===== src/rtl/vram_arb.sv =====
// rtl/vram_arb.sv - video/DMA arbiter for an asynchronous byte-wide SRAM
// Video has priority; a starvation counter forces a DMA grant after STARVE_LIMIT video grants.
module vram_arb #(
   parameter int STARVE_LIMIT = 4
) (
   input  logic        v_clk,
   input  logic        v_rst_n,
   input  logic        vid_req,
   input  logic [16:0] vid_addr,
   output logic        vid_ack,
   output logic [7:0]  vid_rdata,
   output logic        vid_rvalid,
   input  logic        dma_req,
   input  logic        dma_we,
   input  logic [16:0] dma_addr,
   input  logic [7:0]  dma_wdata,
   output logic        dma_ack,
   output logic [7:0]  dma_rdata,
   output logic        dma_rvalid,
   output logic [16:0] mem_addr,
   output logic [7:0]  mem_wdata,
   output logic        mem_data_oe,
   input  logic [7:0]  mem_rdata,
   output logic        mem_oe_n,
   output logic        mem_we_n
);

   localparam int CW = (STARVE_LIMIT < 1) ? 1 : $clog2(STARVE_LIMIT + 1);

   typedef enum logic [1:0] {
      S_IDLE   = 2'd0,
      S_SETUP  = 2'd1,
      S_STROBE = 2'd2
   } state_t;

   state_t        state_q, state_d;
   logic [CW-1:0] cnt_q, cnt_d;
   logic          own_vid_q, own_vid_d;
   logic          we_q, we_d;
   logic [16:0]   addr_q, addr_d;
   logic [7:0]    wdata_q, wdata_d;
   logic          vid_ack_q, vid_ack_d;
   logic          dma_ack_q, dma_ack_d;
   logic          vid_rvalid_q, vid_rvalid_d;
   logic          dma_rvalid_q, dma_rvalid_d;
   logic [7:0]    vid_rdata_q, vid_rdata_d;
   logic [7:0]    dma_rdata_q, dma_rdata_d;

   logic          starved;
   logic          grant_vid;
   logic          grant_dma;

   assign starved   = (cnt_q == CW'(STARVE_LIMIT));
   assign grant_vid = vid_req && !(dma_req && starved);
   assign grant_dma = dma_req && !grant_vid;

   always_comb begin
      state_d      = state_q;
      cnt_d        = cnt_q;
      own_vid_d    = own_vid_q;
      we_d         = we_q;
      addr_d       = addr_q;
      wdata_d      = wdata_q;
      vid_ack_d    = 1'b0;
      dma_ack_d    = 1'b0;
      vid_rvalid_d = 1'b0;
      dma_rvalid_d = 1'b0;
      vid_rdata_d  = vid_rdata_q;
      dma_rdata_d  = dma_rdata_q;

      case (state_q)
         S_SETUP: begin
            state_d = S_STROBE;
         end
         S_IDLE, S_STROBE: begin
            // Read data is sampled as the strobe ends, while mem_oe_n is still low.
            if (state_q == S_STROBE && !we_q) begin
               if (own_vid_q) begin
                  vid_rdata_d  = mem_rdata;
                  vid_rvalid_d = 1'b1;
               end else begin
                  dma_rdata_d  = mem_rdata;
                  dma_rvalid_d = 1'b1;
               end
            end
            if (grant_vid) begin
               state_d   = S_SETUP;
               own_vid_d = 1'b1;
               we_d      = 1'b0;
               addr_d    = vid_addr;
               vid_ack_d = 1'b1;
               cnt_d     = dma_req ? cnt_q + CW'(1) : '0;
            end else if (grant_dma) begin
               state_d   = S_SETUP;
               own_vid_d = 1'b0;
               we_d      = dma_we;
               addr_d    = dma_addr;
               wdata_d   = dma_wdata;
               dma_ack_d = 1'b1;
               cnt_d     = '0;
            end else begin
               state_d = S_IDLE;
            end
         end
         default: begin
            state_d = S_IDLE;
         end
      endcase
   end

   always_ff @(posedge v_clk or negedge v_rst_n) begin
      if (!v_rst_n) begin
         state_q      <= S_IDLE;
         cnt_q        <= '0;
         own_vid_q    <= 1'b0;
         we_q         <= 1'b0;
         addr_q       <= '0;
         wdata_q      <= '0;
         vid_ack_q    <= 1'b0;
         dma_ack_q    <= 1'b0;
         vid_rvalid_q <= 1'b0;
         dma_rvalid_q <= 1'b0;
         vid_rdata_q  <= '0;
         dma_rdata_q  <= '0;
      end else begin
         state_q      <= state_d;
         cnt_q        <= cnt_d;
         own_vid_q    <= own_vid_d;
         we_q         <= we_d;
         addr_q       <= addr_d;
         wdata_q      <= wdata_d;
         vid_ack_q    <= vid_ack_d;
         dma_ack_q    <= dma_ack_d;
         vid_rvalid_q <= vid_rvalid_d;
         dma_rvalid_q <= dma_rvalid_d;
         vid_rdata_q  <= vid_rdata_d;
         dma_rdata_q  <= dma_rdata_d;
      end
   end

   // Strobes decode straight from the state flop so an async reset releases the bus at once.
   assign mem_oe_n    = !((state_q == S_SETUP || state_q == S_STROBE) && !we_q);
   assign mem_we_n    = !((state_q == S_STROBE) && we_q);
   assign mem_data_oe = (state_q == S_SETUP || state_q == S_STROBE) && we_q;
   assign mem_addr    = addr_q;
   assign mem_wdata   = wdata_q;

   assign vid_ack    = vid_ack_q;
   assign dma_ack    = dma_ack_q;
   assign vid_rvalid = vid_rvalid_q;
   assign dma_rvalid = dma_rvalid_q;
   assign vid_rdata  = vid_rdata_q;
   assign dma_rdata  = dma_rdata_q;

endmodule


===== config.mk =====
export PLATFORM = sky130hd
export DESIGN_NAME = vram_arb
export DESIGN_NICKNAME = d
export VERILOG_FILES = /design/src/rtl/vram_arb.sv
export SDC_FILE = /design/constraint.sdc
export NUM_CORES = 1
export LEC_CHECK = 0
export ABC_AREA = 1
export BUFFER_PORTS_ARGS = -buffer_cell sky130_fd_sc_hd__buf_2
export CORE_MARGIN = 2
export CORE_UTILIZATION = 51
export DETAILED_ROUTE_END_ITERATION = 10
export GPL_TIMING_DRIVEN = 1
export PLACE_DENSITY_LB_ADDON = 0.05
export SYNTH_ARGS = -nofsm -noshare
export SYNTH_HDL_FRONTEND = slang
export SYNTH_SLANG_ARGS = --single-unit

===== constraint.sdc =====
create_clock -name v_clk -period 2.3 [get_ports v_clk]
set_input_delay 0.46 -clock v_clk [delete_from_list [all_inputs] [get_ports v_clk]]
set_output_delay 0.46 -clock v_clk [all_outputs]
set_load 0.01 [all_outputs]

Yosys cells after proc, flatten, opt, wreduce, memory -nomap -nowiden. Cells that the tools add are included.

Output and inout bits: 48. Flip-flop bits (word level): 52. ROM bits: 0. RAM bits: 0. Input bits: 55. Word-level logic and storage cells: 61. Latch bits: 0. Memories kept: 0.

Add/subtract/negate cells: 1. Order comparisons: 0. Bitwise gates (word level): 2. Reductions and logical operators: 20. Div/mod/pow operators: 0. Muxes and demuxes: 23. Equal/unequal tests: 3. Shift-type cells: 0. Multipliers: 0.

Operators by type and width (count): two-way mux 17 bit (2); two-way mux 1 bit (17); two-way mux 3 bit (3); AND reduction 3 bit (3); logical AND 1 bit (7); zero test 1 bit (5); one-hot mux 2 bit (2 select lines) (1); adder 3 x 1 -> 3 bit (second input constant) (1); equality test 3 bit (second input constant) (1); equality test 2 x 1 -> 1 bit (second input constant) (1); equality test 2 bit (second input constant) (1); zero test 2 bit (1); inverter 1 bit (2); AND reduction 2 bit (1); nonzero test 2 bit (1); OR reduction 2 bit (1); logical OR 1 bit (1).

Logic depth before layout (Yosys ltp).
Depth in word-level cells: 9. Mapped depth: 8. Mapped depth without buffers: 8.

Worst setup path before layout. No wires, ideal clock.

Path type: register to register. Start: register state_q[0]. End: register vid_rdata_q[7] (netlist: vid_rdata[7]). Cell stages (with the launch flop): 7. Setup time: 126 ps. Path slack: 983 ps. Path buffers: 1. Data required time: 2174 ps. Data arrival time: 1191 ps. Clock period less this slack: 1317 ps. Path through: dfrtp_1 -> inv_1 -> ha_1 -> nand3_1 -> buf_2 -> nand2_1 -> o21ai_0.

Word-level cells in the longest chain between the ends: 3. Elaborated cells on any way between the ends: 5. Classes of those cells: 1 x eq/ne; 4 x reduce/logical.

Ends and longest elaborated chain: start, declared (line 36) `state_t state_q, state_d;`; start signal, assigned (line 126) `state_q <= state_d;`; equality test 2 bit / zero test 2 bit (equally long branches) (line 71, 77); OR reduction 2 bit / logical AND 1 bit (equally long branches) (line 71, 77); AND reduction 3 bit (no line) *; end signal, assigned (line 136) `vid_rdata_q <= vid_rdata_d;`; end, declared (line 46) `logic [7:0] vid_rdata_q, vid_rdata_d;`.

Mark *: on every way between the ends. The rest lies on a longest branch, timed or not. A chain may end at the register's enable or synchronous reset.

Worst setup path in the final report.
Start: register state_q[0]. End: output mem_data_oe.

Word-level cells in the longest chain between the ends: 3. Elaborated cells on any way between the ends: 4. Classes of those cells: 2 x eq/ne; 2 x reduce/logical.

Ends and longest elaborated chain: equality test 2 x 1 -> 1 bit / equality test 2 bit (equally long branches) (line 144) `assign mem_data_oe = (state_q == S_SETUP || state_q == S_STROBE) && we_q;`; logical OR 1 bit * (line 144); logical AND 1 bit * (line 144); end, declared (line 22) `output logic mem_data_oe,`.

Marked as above.

==> impl_metrics.yaml <==
routing:
  wirelength_um: 5020
  ant_nets: 0
  wl_per_cell_um: 11.1
  vias_per_cell: 4.59
  first_iter_violations: 108
  vias: 2076
  firstDrtPassIters: 4
  drc_errors: 0
worst_setup_path:
  crit_path_frequent_cell: "inv_1"
  crit_type: "reg2out"
  path_buf_inv: 3
  slowest_delay_ps: 360
  cp-end-kind: "output pin"
  critical_path.top_delay_family: "flip-flops"
  critical_path_required_ps: 1840
  start_kind: "register"
  cp_cell_sequence: "inv_1 -> ha_1 -> nand2_1 -> inv_1 -> buf_2"
  cp.arrival_ps: 1230
  cpMaxStageDelayCell: "dfrtp_1"
  critPathMaxFanout: 2
  ff2ff_setup_slack_ps: 700
pwr:
  powerDensity_mw_per_mm2: 1190
  ir_worst_vdd_mv: 0.646
  power.leakage_nw: 1.90
placed_design:
  io_buffers: 102
  dp_cells: 444
  gp_congestion: 0.756
  placed_cell_area_mm2: 0.00297
  dpl.hpwl_um: 3700
  post-place-ws_ps: 675
die:
  fp-row-count: 25
  core_area_mm2: 0.00466
  die_h_um: 73.0
  die_area_mm2: 0.00533
  ioPinCount: 103
  start_util_pct: 52.2
  die_x_um: 73.0
clock_network:
  numCtsBuffers: 5
  htreeDepth: 2
  cts_buffer_depth: 2
  post_cts_resized: 0
  path_clk_slew_ps: 90
  cts_sinks: 52
  cts_setup_buffers: 0
  cts_hold_buf: 0
  clk_latency_ps: 300
  clock-root-buffer: "clkbuf_8"
  cts_tree: "built"
min_path:
  hp-class: "in2async"
grt:
  gr-total-overflow: 0
  grt_pass1_wl_um: 8740
  grt_max_degree: 30
  grt_util_all_layers_pct: 20.8
  antenna_found_initial: 0
  grt_pass1_vias: 2001
sta:
  timing.final.crit_period_ps: 1690
  fin_tns_setup_ps: 0
  rsz0062_at_grt: "false"
  max_freq_mhz: 590
  setup_slack_ps: 606
  hold_viol: 0
  post-route-period-util_pct: 73.7
  maxSlewHeadroom_pct: 62.6
  tightest_slew_ps: 561
  clock_skew_ps: 8.99
  final_max_slew_viol_count: 0
  finalSetupViolations: 0
  timing.hold.ws_ps: 136
cells_and_area:
  fin_area_mm2: 0.00306
  fillers: 443
  final_common_cell: "nand2_1"
  finalNonFillerCells: 452
  diodes: 0
  mostFrequentLayoutCells: "nand2_1, buf_2, inv_1"
  syn_to_final_growth_pct: 25.8
  num-nets-final: 457
  final_layout_size_suffix_gt1_share_pct: 30.2
yosys:
  synth.yosys.seq_area_share_pct: 53.5
  postSynthAreaPerCell_um2: 8.24
  syn-num-nets: 355
  syn_inst: 295
  synthesis.area_mm2: 0.00243
  ys_warn_count: 0
  synthDistinctLibCells: 19
  ys_seq_elements: 52
outcome:
  outcome: "completed"
run:
  cap_violations: 0
[stage by stage]
stage	power, mW	util (%)
5_1_grt	4.01	65.6
3_3_place_gp	3.13	63.7
2_1_floorplan	2.56	-
3_5_place_dp	3.18	63.7
6_report	3.65	65.6
4_1_cts	3.71	65.6
[worst reg2reg max path: stages (launching register included)]
cell and delay [ps]:
dfrtp_1 390, inv_1 80, ha_1 250, nand3_1 440
o21ai_0 350
[synth_stat cells (all sizes together)]
library cell	instances	area (um^2)
nor2	5	45.1
buf	9	68.8
ha	5	62.6
nand3	39	208
dfrtp	52	1300
nand2	109	433
clkinv	1	8.76
o21ai	18	90.1
inv	57	214
[area by class of cell]
type / count / area, um^2 / area share [%]
Multi-Input combinational cell: 176 / 838 / 27.4
Timing Repair Buffer: 104 / 538 / 17.6
Inverter: 58 / 223 / 7.28
Clock buffer: 5 / 68.8 / 2.25
Sequential cell: 52 / 1300 / 42.5
Clock inverter: 3 / 22.5 / 0.736
Tap cell: 54 / 67.6 / 2.21
[power by group]
group,switching (mW),leakage (nW),total [mW],internal (mW)
logic,0.947,1.21,1.57,0.622
registers,0.221,0.643,1.56,1.34
clock network,0.300,0.0485,0.518,0.218
total,1.47,1.90,3.65,2.18
[path summary, 6_finish.rpt]
check	from	to	cells after the start
max	state_q[0]$_DFF_PN0_	mem_data_oe	5
min	v_rst_n	mem_addr[14]$_DFFE_PN0P_	1
max reg2reg	state_q[0]$_DFF_PN0_	dma_rdata[6]$_DFFE_PN0P_	4
min reg2reg	mem_wdata[1]$_DFFE_PN0P_	mem_wdata[1]$_DFFE_PN0P_	2
max in group asynchronous	v_rst_n	we_q$_DFFE_PN0P_	2
min in group v_clk	dma_wdata[5]	mem_wdata[5]$_DFFE_PN0P_	3
[state kept, by name, summed over array words and instances (netlist names)]
signal and count:
vid_rdata 8, vid_ack 1, mem_wdata 8, vid_rvalid 1
cnt_q 3, dma_rdata 8, state_q 2, dma_rvalid 1
mem_addr 17, we_q 1, dma_ack 1, own_vid_q 1
[metal layers]
layer / GRT usage (%) / part of all wire [%]
met3: 4.28 / 5.9
met5: 0 / 0
met2: 34.5 / 49
met4: 6.17 / 0.78
met1: 27.6 / 44
[cells by family (layout without fill, tap and decap cells)]
family / count (synthesis) / in the layout / synth area share, %
fa+ha+maj: 5 / 5 / 2.57
flops: 52 / 52 / 53.5
buf+inv: 67 / 170 / 12.0
compound gates: 18 / 18 / 3.71
simple gates: 153 / 153 / 28.2
Note: power is estimated with default switching activity, not from simulation.
